$ cat src/rtl/alu_pkg.sv
// Shared definitions for the ALU operation sequencer.
//   OP_ADD/OP_SUB/OP_MUL/OP_DIV : 2-bit ALU op-select encodings
//   seq_state_t                 : sequencer FSM states
//   DATA_W_DEF                  : default operand/result width (matches the ALU)
package alu_pkg;

    localparam int DATA_W_DEF = 16;

    localparam logic [1:0] OP_ADD = 2'b00;
    localparam logic [1:0] OP_SUB = 2'b01;
    localparam logic [1:0] OP_MUL = 2'b10;
    localparam logic [1:0] OP_DIV = 2'b11;

    typedef enum logic [1:0] {
        ST_IDLE   = 2'd0,
        ST_SETTLE = 2'd1,
        ST_RESP   = 2'd2
    } seq_state_t;

endpackage

$ cat src/rtl/alu_op_sequencer_if.sv
// Bundle of the sequencer's request, response and ALU-side signals.
//   req_valid/req_ready/req_a/req_b/req_sel : request channel
//   rsp_valid/rsp_ready/rsp_data/rsp_overflow/rsp_sel : response channel
//   alu_ina/alu_inb/alu_sel : registered operands and select to the ALU
//   alu_out/alu_overflow    : ALU result and overflow back to the sequencer
// Modports:
//   master : environment side (requester, response consumer and the ALU)
//   slave  : the sequencer itself
interface alu_op_sequencer_if #(parameter int DATA_W = 16);

    logic              req_valid;
    logic              req_ready;
    logic [DATA_W-1:0] req_a;
    logic [DATA_W-1:0] req_b;
    logic [1:0]        req_sel;

    logic [DATA_W-1:0] alu_ina;
    logic [DATA_W-1:0] alu_inb;
    logic [1:0]        alu_sel;
    logic [DATA_W-1:0] alu_out;
    logic              alu_overflow;

    logic              rsp_valid;
    logic              rsp_ready;
    logic [DATA_W-1:0] rsp_data;
    logic              rsp_overflow;
    logic [1:0]        rsp_sel;

    modport master (
        output req_valid, req_a, req_b, req_sel, rsp_ready, alu_out, alu_overflow,
        input  req_ready, rsp_valid, rsp_data, rsp_overflow, rsp_sel,
               alu_ina, alu_inb, alu_sel
    );

    modport slave (
        input  req_valid, req_a, req_b, req_sel, rsp_ready, alu_out, alu_overflow,
        output req_ready, rsp_valid, rsp_data, rsp_overflow, rsp_sel,
               alu_ina, alu_inb, alu_sel
    );

endinterface

$ cat src/rtl/alu_settle_counter.sv
// Loadable down-counter that times the ALU settle window.
//   clk, rst : clock and synchronous active-high reset
//   load     : load load_val (takes priority over dec)
//   load_val : value loaded on load
//   dec      : decrement by one; saturates at zero
//   zero     : counter currently equals zero
module alu_settle_counter #(
    parameter int CNT_W = 4
) (
    input  logic             clk,
    input  logic             rst,
    input  logic             load,
    input  logic [CNT_W-1:0] load_val,
    input  logic             dec,
    output logic             zero
);

    logic [CNT_W-1:0] cnt;

    always_ff @(posedge clk) begin
        if (rst) begin
            cnt <= '0;
        end else if (load) begin
            cnt <= load_val;
        end else if (dec && (cnt != '0)) begin
            cnt <= cnt - 1'b1;
        end
    end

    assign zero = (cnt == '0);

endmodule

$ cat src/rtl/alu_op_sequencer.sv
// Requester-side driver for the 16-bit four-function combinational ALU.
// Accepts a request, registers operands/select onto the ALU inputs, holds
// them for SETTLE_CYCLES, captures result/overflow and offers them on the
// response channel until accepted. One operation in flight at a time.
//   clk, rst : clock and synchronous active-high reset
//   bus      : alu_op_sequencer_if.slave (request, response, ALU signals)
//   busy     : high whenever the FSM is not in IDLE
// Optional build macro ALU_SEQ_DIV0_TRAP_EN: divide requests with a zero
// divisor are answered locally (all-ones data, overflow set) on the accept
// edge instead of being issued to the ALU.
module alu_op_sequencer
    import alu_pkg::*;
#(
    parameter int DATA_W        = DATA_W_DEF,
    parameter int SETTLE_CYCLES = 1
) (
    input  logic                clk,
    input  logic                rst,
    alu_op_sequencer_if.slave   bus,
    output logic                busy
);

    localparam logic [3:0] SETTLE_LOAD = 4'(SETTLE_CYCLES - 1);

    seq_state_t state, state_nxt;

    logic              accept;
    logic              div0_trap;
    logic              cnt_zero;
    logic              capture;
    logic [DATA_W-1:0] alu_ina_q;
    logic [DATA_W-1:0] alu_inb_q;
    logic [1:0]        alu_sel_q;
    logic [DATA_W-1:0] rsp_data_q;
    logic              rsp_ovf_q;
    logic [1:0]        rsp_sel_q;

    assign accept  = bus.req_valid && (state == ST_IDLE);
    assign capture = (state == ST_SETTLE) && cnt_zero;

`ifdef ALU_SEQ_DIV0_TRAP_EN
    assign div0_trap = (bus.req_sel == OP_DIV) && (bus.req_b == '0);
`else
    assign div0_trap = 1'b0;
`endif

    alu_settle_counter #(.CNT_W(4)) u_settle_counter (
        .clk      (clk),
        .rst      (rst),
        .load     (accept),
        .load_val (SETTLE_LOAD),
        .dec      (state == ST_SETTLE),
        .zero     (cnt_zero)
    );

    always_ff @(posedge clk) begin
        if (rst) begin
            state <= ST_IDLE;
        end else begin
            state <= state_nxt;
        end
    end

    always_comb begin
        state_nxt = state;
        case (state)
            ST_IDLE: begin
                if (accept) begin
                    state_nxt = div0_trap ? ST_RESP : ST_SETTLE;
                end
            end
            ST_SETTLE: begin
                if (cnt_zero) begin
                    state_nxt = ST_RESP;
                end
            end
            ST_RESP: begin
                if (bus.rsp_ready) begin
                    state_nxt = ST_IDLE;
                end
            end
            default: state_nxt = ST_IDLE;
        endcase
    end

    // ALU input registers and response capture registers
    always_ff @(posedge clk) begin
        if (rst) begin
            alu_ina_q  <= '0;
            alu_inb_q  <= '0;
            alu_sel_q  <= OP_ADD;
            rsp_data_q <= '0;
            rsp_ovf_q  <= 1'b0;
            rsp_sel_q  <= OP_ADD;
        end else begin
            // A trapped divide leaves the ALU inputs on their previous operands.
            if (accept && !div0_trap) begin
                alu_ina_q <= bus.req_a;
                alu_inb_q <= bus.req_b;
                alu_sel_q <= bus.req_sel;
            end
            if (capture) begin
                rsp_data_q <= bus.alu_out;
                rsp_ovf_q  <= bus.alu_overflow;
                rsp_sel_q  <= alu_sel_q;
            end else if (accept && div0_trap) begin
                rsp_data_q <= '1;
                rsp_ovf_q  <= 1'b1;
                rsp_sel_q  <= OP_DIV;
            end
        end
    end

    assign bus.req_ready    = (state == ST_IDLE);
    assign bus.rsp_valid    = (state == ST_RESP);
    assign bus.alu_ina      = alu_ina_q;
    assign bus.alu_inb      = alu_inb_q;
    assign bus.alu_sel      = alu_sel_q;
    assign bus.rsp_data     = rsp_data_q;
    assign bus.rsp_overflow = rsp_ovf_q;
    assign bus.rsp_sel      = rsp_sel_q;
    assign busy             = (state != ST_IDLE);

endmodule

$ cat src/flat_wrapper.sv
// flat-port wrapper written by rule: the top's interface ports become plain ports
module alu_op_sequencer_flat import alu_pkg::*;
#(
    parameter int DATA_W        = DATA_W_DEF,
    parameter int SETTLE_CYCLES = 1
)
  (clk, rst, busy, bus_req_valid, bus_req_a, bus_req_b, bus_req_sel, bus_rsp_ready, bus_alu_out, bus_alu_overflow, bus_req_ready, bus_rsp_valid, bus_rsp_data, bus_rsp_overflow, bus_rsp_sel, bus_alu_ina, bus_alu_inb, bus_alu_sel);
  alu_op_sequencer_if #(.DATA_W(DATA_W)) bus_i ();
  input  logic clk;
  input  logic rst;
  output logic busy;
  input wire logic [$bits(bus_i.req_valid)-1:0] bus_req_valid;
  input wire logic [$bits(bus_i.req_a)-1:0] bus_req_a;
  input wire logic [$bits(bus_i.req_b)-1:0] bus_req_b;
  input wire logic [$bits(bus_i.req_sel)-1:0] bus_req_sel;
  input wire logic [$bits(bus_i.rsp_ready)-1:0] bus_rsp_ready;
  input wire logic [$bits(bus_i.alu_out)-1:0] bus_alu_out;
  input wire logic [$bits(bus_i.alu_overflow)-1:0] bus_alu_overflow;
  output wire logic [$bits(bus_i.req_ready)-1:0] bus_req_ready;
  output wire logic [$bits(bus_i.rsp_valid)-1:0] bus_rsp_valid;
  output wire logic [$bits(bus_i.rsp_data)-1:0] bus_rsp_data;
  output wire logic [$bits(bus_i.rsp_overflow)-1:0] bus_rsp_overflow;
  output wire logic [$bits(bus_i.rsp_sel)-1:0] bus_rsp_sel;
  output wire logic [$bits(bus_i.alu_ina)-1:0] bus_alu_ina;
  output wire logic [$bits(bus_i.alu_inb)-1:0] bus_alu_inb;
  output wire logic [$bits(bus_i.alu_sel)-1:0] bus_alu_sel;
  assign bus_i.req_valid = bus_req_valid;
  assign bus_i.req_a = bus_req_a;
  assign bus_i.req_b = bus_req_b;
  assign bus_i.req_sel = bus_req_sel;
  assign bus_i.rsp_ready = bus_rsp_ready;
  assign bus_i.alu_out = bus_alu_out;
  assign bus_i.alu_overflow = bus_alu_overflow;
  assign bus_req_ready = bus_i.req_ready;
  assign bus_rsp_valid = bus_i.rsp_valid;
  assign bus_rsp_data = bus_i.rsp_data;
  assign bus_rsp_overflow = bus_i.rsp_overflow;
  assign bus_rsp_sel = bus_i.rsp_sel;
  assign bus_alu_ina = bus_i.alu_ina;
  assign bus_alu_inb = bus_i.alu_inb;
  assign bus_alu_sel = bus_i.alu_sel;
  alu_op_sequencer #(.DATA_W(DATA_W), .SETTLE_CYCLES(SETTLE_CYCLES)) u_core (.clk(clk), .rst(rst), .bus(bus_i), .busy(busy));
endmodule
$ cat config.mk
export PLATFORM = sky130hd
export DESIGN_NAME = alu_op_sequencer_flat
export DESIGN_NICKNAME = d
export VERILOG_FILES = /design/src/rtl/alu_pkg.sv /design/src/rtl/alu_op_sequencer_if.sv /design/src/rtl/alu_settle_counter.sv /design/src/rtl/alu_op_sequencer.sv /design/src/flat_wrapper.sv
export SDC_FILE = /design/constraint.sdc
export NUM_CORES = 1
export LEC_CHECK = 0
export CAP_MARGIN = 5
export CORE_ASPECT_RATIO = 0.8
export CORE_MARGIN = 3
export CORE_UTILIZATION = 38
export CTS_BUF_LIST = sky130_fd_sc_hd__clkbuf_8
export CTS_CLUSTER_DIAMETER = 50
export DETAILED_ROUTE_END_ITERATION = 12
export PLACE_DENSITY = 0.78
export SYNTH_ARGS = -nofsm -noshare
export SYNTH_HDL_FRONTEND = slang
export SYNTH_SLANG_ARGS = --single-unit
$ cat constraint.sdc
create_clock -name clk -period 1.35 [get_ports clk]
set_input_delay 0.3375 -clock clk [delete_from_list [all_inputs] [get_ports clk]]
set_output_delay 0.3375 -clock clk [all_outputs]
set_load 0.02 [all_outputs]
==> results of run 1 <==
[timing repair]
item,4_1_cts,5_1_grt
resized for setup,129,69
pin swaps,2,5
setup buffers,3,4
endpoints found under the setup margin,80,98
endpoints found under the hold margin,0,0
cloned,2,1
[power by group through the flow]
stage / clock network, W / registers, W / logic, W
after CTS: 0.00155 / 0.00191 / 0.000865
final: 0.00151 / 0.00191 / 0.000873
after floorplan: 0 / 0.00206 / 0.000305
after global routing: 0.00164 / 0.00192 / 0.000933
after detailed placement: 0 / 0.00194 / 0.000898
after global placement: 0 / 0.00194 / 0.000890
[worst min path at each step]
stage                                         from                             end  slack (ns)  depth (start not counted)
floorplan           u_core.u_settle_counter.cnt[1]  u_core.u_settle_counter.cnt[1]        0.46                          2
global placement           u_core.bus.rsp_overflow         u_core.bus.rsp_overflow        0.46                          2
detailed placement          u_core.bus.rsp_data[4]          u_core.bus.rsp_data[4]        0.47                          2
CTS                                            rst          u_core.bus.rsp_data[8]        0.40                          3
global route                                   rst          u_core.bus.rsp_data[8]        0.41                          3
finish                                         rst          u_core.bus.rsp_data[8]        0.40                          3
[cell families (layout without fill, tap and decap cells)]
kind of cell,after synthesis,in the layout,share of synthesized area (%)
DFF,59,59,50.2
muxes,53,53,22.6
AOI/OAI and AO/OA,10,10,2.55
and+or+nand+nor,86,86,19.7
buffers and inverters,19,153,4.42
adders and majority gates,1,1,0.532
[cell usage after synthesis]
library cell / count
inv_1: 4
mux2i_1: 53
or4_1: 1
or2_2: 1
ha_1: 1
nor2b_1: 2
or3_2: 1
nand2b_1: 39
or4b_1: 1
buf_4: 6
or3_1: 2
nor3b_1: 2
a21oi_1: 4
o21ai_0: 4
nor4_2: 1
clkbuf_1: 6
o21ba_2: 2
dfxtp_1: 59
buf_2: 2
nor2_1: 36
buf_6: 1
[stage by stage]
stage          util [%]  hold WS, ns  area, um^2  TNS [ns]  total power, W
4_1_cts            67.7        0.403        3860   -0.0119         0.00432
6_report           66.6        0.398        3800   -0.0437         0.00429
5_1_grt            66.6        0.410        3800     -2.67         0.00449
3_5_place_dp       63.4        0.468        3620    -12.32         0.00284
3_3_place_gp       63.4        0.457        3620    -11.12         0.00283
2_1_floorplan         -        0.460        2350         0         0.00237
[layout by cell type (no fill, tap or decap), drive strengths merged]
master / n
nor2b: 2
or3: 3
or4b: 1
buf: 28
nand2b: 39
o21ai: 4
nor4: 1
bufinv: 1
clkbuf: 48
clkdlybuf4s50: 53
o21ba: 2
clkinv: 4
clkinvlp: 1
inv: 4
dfxtp: 59
a21oi: 4
or2: 1
nor3b: 2
mux2i: 53
nor2: 36
clkdlybuf4s15: 14
or4: 1
ha: 1
[final cells by class]
| type | count | share of cell area [%] |
|---|---|---|
| Inverter | 4 | 0.461 |
| Tap cell | 78 | 2.57 |
| Clock buffer | 9 | 3.26 |
| Clock inverter | 6 | 1.52 |
| Multi-Input combinational cell | 150 | 30.0 |
| Sequential cell | 59 | 31.4 |
| Timing Repair Buffer | 134 | 30.9 |
[critical path, stage by stage (launching register included)]
cell and delay (ns):
dfxtp_4 0.37, nor2_1 0.14, inv_1 0.05, buf_2 0.15
[layer usage]
| layer | GRT usage (%) | wire, um | up-vias |
|---|---|---|---|
| met3 | 9.08 | 617 | 9 |
| met4 | 5.63 | 67 | 0 |
| met2 | 26.9 | 2800 | 71 |
| met5 | 0 | 0 | - |
| li1 | - | - | 1011 |
| met1 | 19.7 | 2530 | 900 |
[registers in the layout (all words and copies together) (netlist names)]
signal                       cells
u_core.bus.rsp_sel               2
u_core.bus.rsp_data             16
u_core.bus.alu_ina              16
u_core.bus.alu_sel               2
u_core.state                     2
u_core.u_settle_counter.cnt      4
u_core.bus.alu_inb              16
u_core.bus.rsp_overflow          1
==> flow_metrics.py, run 1 <==
metrics = {
    "flow_run": {
        "drv_cap": 0,
    },
    "place": {
        "io_buffer_count": 110,
        "place_congestion": 0.767,
        "place_ws_ns": -0.373,
        "hpwl_um": 4160,
        "dp_cells": 416,
    },
    "worst_hold_path": {
        "hp-class": "in2reg",
    },
    "drt": {
        "via_count": 1991,
        "viasPerCell": 4.53,
        "drtPass1Iterations": 4,
        "drc_errors": 0,
        "wirelength_um": 6010,
        "routedWlPerCell_um": 13.7,
        "drt_first_iter_violations": 54,
        "ant_nets": 0,
    },
    "yosys": {
        "ys_types": 21,
        "ys_warn_count": 0,
        "syn_nets": 284,
        "synth_top_area_cell": "dfxtp_1",
        "ys_seq_area_share_pct": 50.2,
        "yosysTopAreaCellShare_pct": 50.2,
        "syn_area_mm2": 0.00235,
        "ys_ff_latch": 59,
        "synthCells": 228,
        "synth_area_leaders": "dfxtp_1 50%, mux2i_1 23%, nand2b_1 10%",
        "syn_area_per_cell_um2": 10.3,
    },
    "power_and_ir_drop": {
        "p_leak_nw": 1.63,
        "power_density_mw_per_mm2": 1130,
        "p_sw_w": 0.00115,
        "seqPwrFrac_pct": 44.4,
        "ir_drop_uv": 780,
        "pwr-share-clk_pct": 35.3,
        "power_frac_comb_pct": 20.3,
        "swShare_pct": 26.7,
        "p_int_w": 0.00315,
    },
    "critical_path": {
        "path_max_fanout": 4,
        "cp-startpoint": "u_core.state[0]",
        "path_class": "reg2out",
        "critPathCapture": "busy",
        "rr_worst_depth": 6,
        "worstPathArrival_ns": 1.04,
        "required_ns": 1.01,
        "regToRegSetupSlack_ns": 0,
        "worstReg2RegEnd": "u_core.bus.alu_inb[11]",
        "cp-end-kind": "primary output",
        "startpoint_type": "flip-flop",
        "r2r-start": "u_core.state[0]",
    },
    "cts": {
        "cts.clk_slew.worst_paths_ns": 0.07,
        "numCtsBuffers": 9,
        "cts_root_buf": "clkbuf_8",
        "cts.path.max_buffers": 2,
        "cts_tree": "built",
        "cts_hold_buffers": 0,
        "clock_latency_ns": 0.34,
        "htree_levels": 3,
        "clock-sinks": 59,
    },
    "final_layout": {
        "area.growth.synth_to_final_pct": 61.5,
        "drive_gt1_share_pct": 30.1,
        "stdcell_count": 440,
        "multi_input_area_mm2": 0.00114,
        "final_nets": 414,
        "n_antenna_cell": 0,
        "num-fill-cells": 469,
        "seq_area_mm2": 0.00119,
    },
    "grt": {
        "globalRoute.totalOverflow": 0,
        "antenna_found_initial": 0,
        "grt_use_total_pct": 17.1,
        "grt_pass1_wl_um": 9740,
        "grt_max_degree": 32,
        "first_global_vias": 2048,
    },
    "floorplanning": {
        "dieWidth_um": 93.9,
        "io_pins": 111,
        "std_cell_rows": 24,
        "start_util_pct": 41.2,
        "core_mm2": 0.00571,
        "dieArea_mm2": 0.00717,
        "fp.dieH_um": 76.4,
    },
    "sta": {
        "max-slew-margin-rel_pct": 82.1,
        "fin_crit_ns": 1.38,
        "fmax_mhz": 727,
        "fin_crit_sh_pct": 102,
        "setup_viol": 2,
        "hold_viol": 0,
        "maxSlewViolCount": 0,
        "skew_ns": 0.00637,
        "worstMarginPinSlew_ns": 0.269,
        "rsz0062_at_grt": "true",
        "fin_ws_ns": -0.0257,
    },
    "status": {
        "status": "complete, but fails checks",
        "violations": "negative setup slack",
    },
}
(Power assumes the default switching activity.)
==> run 2, diff against run 1 <==
Settings changed: CORE_MARGIN 3 to not set, GPL_ROUTABILITY_DRIVEN set to 0, SLEW_MARGIN set to 20.
==> run 2 against run 1 <==
Net effect:
- the flow still finishes with violations (negative setup slack)
- global-route usage up 3.3 points
- worst setup slack worse by 0.080 ns
- largest power group unchanged
- non-clock buffer count up 3
- power up 4.7%
- design area up 4.7%
- critical path depth up 4
- sequential cell count unchanged
- register-to-register slack worse by 0.11 ns
- cell count up 1.6%
- sequential share of layout area down 1.4 points
- combinational power up 16%
- largest cell class is now non-clock buffers
- hold slack worse by 0.0054 ns
==> flow_metrics.py, run 2 (synthesis gave the netlist of run 1 again) <==
metrics = {
    "sta": {
        "fin_ws_ns": -0.106,
        "worstMarginPinSlew_ns": 0.267,
        "rsz0062_at_grt": "true",
        "setup_viol": 40,
        "fin_crit_ns": 1.46,
        "worst_hold_slack_ns": 0.393,
        "hold_viol": 0,
        "maxSlewViolCount": 0,
        "fmax_mhz": 687,
        "skew_ns": 0.00763,
        "fin_crit_sh_pct": 108,
        "max-slew-margin-rel_pct": 82.2,
    },
    "drt": {
        "viasPerCell": 4.57,
        "wirelength_um": 6250,
        "drtPass1Iterations": 4,
        "via_count": 2042,
        "drt_first_iter_violations": 79,
        "ant_nets": 0,
        "drc_errors": 0,
        "routedWlPerCell_um": 14.0,
    },
    "status": {
        "status": "complete, but fails checks",
        "violations": "negative setup slack",
    },
    "final_layout": {
        "final_common_cell": "dfxtp_1",
        "drive_gt1_share_pct": 33.9,
        "num-fill-cells": 504,
        "final_nets": 417,
        "fin_area_mm2": 0.00398,
        "final_cell_mix": "54 x dfxtp_1, 52 x clkdlybuf4s50_1, 50 x mux2i_1",
        "n_antenna_cell": 0,
        "area.growth.synth_to_final_pct": 69.2,
    },
    "critical_path": {
        "required_ns": 1.58,
        "cp-end-kind": "flip-flop",
        "regToRegSetupSlack_ns": -0.11,
        "worstPathArrival_ns": 1.69,
        "rr_worst_depth": 7,
        "path_class": "reg2reg",
        "startpoint_type": "flip-flop",
        "path_max_fanout": 5,
    },
    "floorplanning": {
        "fp.dieH_um": 72.4,
        "std_cell_rows": 25,
        "dieWidth_um": 89.9,
        "dieArea_mm2": 0.00651,
        "io_pins": 111,
        "start_util_pct": 39.6,
        "core_mm2": 0.00594,
    },
    "cts": {
        "cts_tree": "built",
        "htree_levels": 3,
        "cts_root_buf": "clkbuf_8",
        "numCtsBuffers": 9,
        "clock-sinks": 59,
        "clock_latency_ns": 0.34,
        "cts.path.max_buffers": 2,
        "cts.clk_slew.worst_paths_ns": 0.07,
    },
    "worst_hold_path": {
        "worstHoldPathCells": 3,
        "hp-class": "in2reg",
    },
    "grt": {
        "grt_use_total_pct": 20.4,
        "first_global_vias": 2054,
        "antenna_found_initial": 0,
        "grt_pass1_wl_um": 10200,
        "globalRoute.totalOverflow": 0,
        "grt_max_degree": 31,
    },
    "flow_run": {
        "drv_cap": 0,
    },
    "place": {
        "io_buffer_count": 110,
        "hpwl_um": 3830,
        "dpl_cell_area_mm2": 0.00356,
    },
    "power_and_ir_drop": {
        "ir_drop_uv": 666,
        "p_leak_nw": 1.69,
        "power_density_mw_per_mm2": 1130,
    },
}
==> run 2: cell types whose count changed in the layout (fill, tap and decap cells not counted), moves of 3 or more <==
cell             before  now
buf_4                14    4
clkbuf_2             38   45
mux2i_2               0    3
clkinv_2              4    1
mux2i_1              53   50
buf_6                 4   13
clkdlybuf4s15_1       9    2
buf_16                0    7
==> run 2: repair_timing <==
action                                  CTS  global route
cloned                                    9             0
hold buffers                              0             0
setup buffers                             9             2
resized for setup                       144            86
endpoints found under the setup margin  113           110
pin swaps                                 5            15
==> run 2: critical path, cell delays in order, from the launching register on <==
cell	delay (ns)
dfxtp_4	0.37
buf_6	0.12
nor3b_4	0.20
buf_6	0.16
buf_12	0.12
buf_16	0.12
mux2i_2	0.21
nor2_1	0.06
==> run 2: report_power, final <==
group | switching, W | internal, W
sequential | 0.0000632 | 0.00185
clock | 0.000727 | 0.000844
combinational | 0.000437 | 0.000577
==> run 2: layout make-up <==
class	instances	area, um^2	area share, %
Clock buffer	9	124	3.11
Clock inverter	7	70.1	1.76
Inverter	4	15.0	0.377
Multi-Input combinational cell	150	1160	29.1
Sequential cell	59	1190	30.0
Tap cell	81	101	2.55
Timing Repair Buffer	137	1320	33.2
==> run 2: through the flow <==
stage | worst slack, ns | util (%) | cells | setup TNS (ns) | power, W
after global routing | -0.166 | 66.9 | 447 | -5.63 | 0.00471
after global placement | -0.338 | 59.9 | 412 | -13.21 | 0.00279
final | -0.106 | 66.9 | 447 | -2.56 | 0.00450
after floorplan | 0.0347 | - | 228 | 0 | 0.00237
after CTS | -0.121 | 68.9 | 446 | -2.79 | 0.00454
after detailed placement | -0.400 | 59.9 | 412 | -14.76 | 0.00280
==> run 2: final timing paths <==
path,from,endpoint
worst max-delay path,u_core.state[1],u_core.bus.alu_ina[2]
worst max register to register,u_core.state[1],u_core.bus.alu_ina[2]
worst min register to register,u_core.bus.rsp_data[13],u_core.bus.rsp_data[13]
worst min-delay path,rst,u_core.bus.rsp_data[7]
==> run 2: metal layers <==
layer,vias up,part of all wire [%],global-route usage [%]
met5,-,0,0
met4,0,0.98,4.30
met3,10,9.3,11.0
li1,1022,-,-
met2,75,49,34.4
met1,935,41,23.2
==> run 3, diff against run 2 <==
Settings changed: CORE_MARGIN set to 2, SLEW_MARGIN 20 to not set.
==> run 3 against run 2 <==
Net effect:
- the flow still finishes with violations (negative setup slack)
- utilization down 1.3 points
- clock skew down 0.0015 ns
- first-iteration DRC count down 39%
- wire length is 2.7% higher
- clock-buffer cell count is 2 higher
- register-to-register slack better by 0.05 ns
- power grew 3.4%
- combinational power decreased by 9.6%
- largest cell class unchanged
==> flow_metrics.py, run 3 (synthesis gave the netlist of run 1 again) <==
metrics = {
    "sta": {
        "fin_crit_sh_pct": 104,
        "skew_ns": 0.00610,
        "maxSlewViolCount": 0,
        "fin_ws_ns": -0.0551,
        "hold_viol": 0,
        "max-slew-margin-rel_pct": 76.1,
        "rsz0062_at_grt": "true",
        "fin_crit_ns": 1.41,
        "setup_viol": 26,
        "fmax_mhz": 712,
        "worstMarginPinSlew_ns": 0.357,
    },
    "final_layout": {
        "area.growth.synth_to_final_pct": 65.9,
        "n_antenna_cell": 0,
        "final_nets": 413,
        "fin_area_mm2": 0.00390,
        "final_cell_mix": "55 x dfxtp_1, 53 x clkdlybuf4s50_1, 52 x mux2i_1",
        "num-fill-cells": 498,
        "stdcell_count": 443,
        "final_common_cell": "dfxtp_1",
        "drive_gt1_share_pct": 32.6,
        "fin_util_pct": 65.6,
    },
    "grt": {
        "globalRoute.totalOverflow": 0,
        "antenna_found_initial": 0,
        "first_global_vias": 2021,
        "grt_use_total_pct": 19.0,
        "grt_max_degree": 45,
        "grt_pass1_wl_um": 9820,
    },
    "power_and_ir_drop": {
        "power_density_mw_per_mm2": 1190,
        "p_leak_nw": 1.66,
        "ir_drop_uv": 929,
        "power.total_w": 0.00465,
    },
    "critical_path": {
        "path_max_fanout": 5,
        "startpoint_type": "flip-flop",
        "regToRegSetupSlack_ns": -0.06,
        "path_class": "reg2reg",
        "required_ns": 1.62,
        "cp-end-kind": "flip-flop",
        "rr_worst_depth": 7,
        "worstPathArrival_ns": 1.67,
        "cp-startpoint": "u_core.u_settle_counter.cnt[0]",
        "r2r-start": "u_core.u_settle_counter.cnt[0]",
        "critPathCapture": "u_core.bus.rsp_data[2]",
        "worstReg2RegEnd": "u_core.bus.rsp_data[2]",
    },
    "drt": {
        "via_count": 2040,
        "drt_first_iter_violations": 48,
        "drtPass1Iterations": 4,
        "ant_nets": 0,
        "drc_errors": 0,
        "viasPerCell": 4.60,
        "routedWlPerCell_um": 14.5,
        "wirelength_um": 6420,
    },
    "place": {
        "hpwl_um": 4070,
        "place_ws_ns": -0.420,
        "dp_cells": 415,
        "io_buffer_count": 110,
        "dpl_cell_area_mm2": 0.00359,
    },
    "cts": {
        "clock-sinks": 59,
        "htree_levels": 3,
        "cts.path.max_buffers": 2,
        "cts.clk_slew.worst_paths_ns": 0.06,
        "cts_tree": "built",
        "clock_latency_ns": 0.34,
        "cts_root_buf": "clkbuf_8",
        "cts_hold_buffers": 0,
        "numCtsBuffers": 9,
    },
    "flow_run": {
        "drv_cap": 0,
    },
    "status": {
        "status": "complete, but fails checks",
        "violations": "negative setup slack",
    },
    "floorplanning": {
        "core_mm2": 0.00594,
        "dieWidth_um": 91.9,
        "io_pins": 111,
        "start_util_pct": 39.6,
        "std_cell_rows": 25,
        "dieArea_mm2": 0.00684,
        "fp.dieH_um": 74.4,
    },
    "worst_hold_path": {
        "hp-class": "in2reg",
    },
}
==> run 3: per-stage QoR <==
step           setup TNS, ns  hold WS (ns)
6_report              -0.713         0.343
5_1_grt                -3.95         0.367
4_1_cts               -0.784         0.329
3_5_place_dp          -17.23         0.467
3_3_place_gp          -16.11         0.457
2_1_floorplan              0         0.460
==> run 3: worst min path at each step <==
stage | startpoint | end | slack, ns | depth (start not counted)
after detailed placement | u_core.bus.rsp_data[7] | u_core.bus.rsp_data[7] | 0.47 | 2
after CTS | rst | u_core.bus.alu_inb[11] | 0.33 | 2
final | rst | u_core.bus.alu_inb[11] | 0.34 | 2
after global placement | u_core.bus.rsp_data[15] | u_core.bus.rsp_data[15] | 0.46 | 2
after floorplan | u_core.u_settle_counter.cnt[1] | u_core.u_settle_counter.cnt[1] | 0.46 | 2
after global routing | rst | u_core.bus.alu_ina[2] | 0.37 | 2
==> run 3: area by class of cell <==
| class | instances | area [um^2] | area share, % |
|---|---|---|---|
| Timing Repair Buffer | 133 | 1220 | 31.3 |
| Sequential cell | 59 | 1190 | 30.4 |
| Multi-Input combinational cell | 150 | 1150 | 29.5 |
| Clock buffer | 11 | 151 | 3.88 |
| Tap cell | 81 | 101 | 2.60 |
| Clock inverter | 5 | 75.1 | 1.92 |
| Inverter | 4 | 17.5 | 0.449 |
==> run 3: per-layer routing <==
layer | up-vias | routed length, um | GRT usage, %
li1 | 1017 | - | -
met1 | 940 | 2690 | 21.8
met2 | 71 | 3040 | 31.2
met3 | 12 | 599 | 9.63
met4 | 0 | 90 | 6.97
met5 | - | 0 | 0
==> run 3: power breakdown <==
| part | internal, W | leakage (nW) | switching, W |
|---|---|---|---|
| Clock | 0.00113 | 0.119 | 0.000694 |
| Combinational | 0.000498 | 1.05 | 0.000416 |
| Sequential | 0.00185 | 0.485 | 0.0000605 |
| Total | 0.00348 | 1.66 | 0.00117 |
==> run 3: worst max-delay path, cell delays in order (launching register included) <==
cell	delay, ns
dfxtp_2	0.34
inv_2	0.07
ha_4	0.15
inv_4	0.04
nor4_4	0.25
buf_6	0.18
buf_12	0.13
mux2i_1	0.19
==> run 3: repair_timing <==
item,4_1_cts,5_1_grt
buffers inserted,5,2
endpoints found under the setup margin,111,102
endpoints found under the hold margin,0,0
cloned,4,2
resized for setup,149,65
pin swaps,4,2
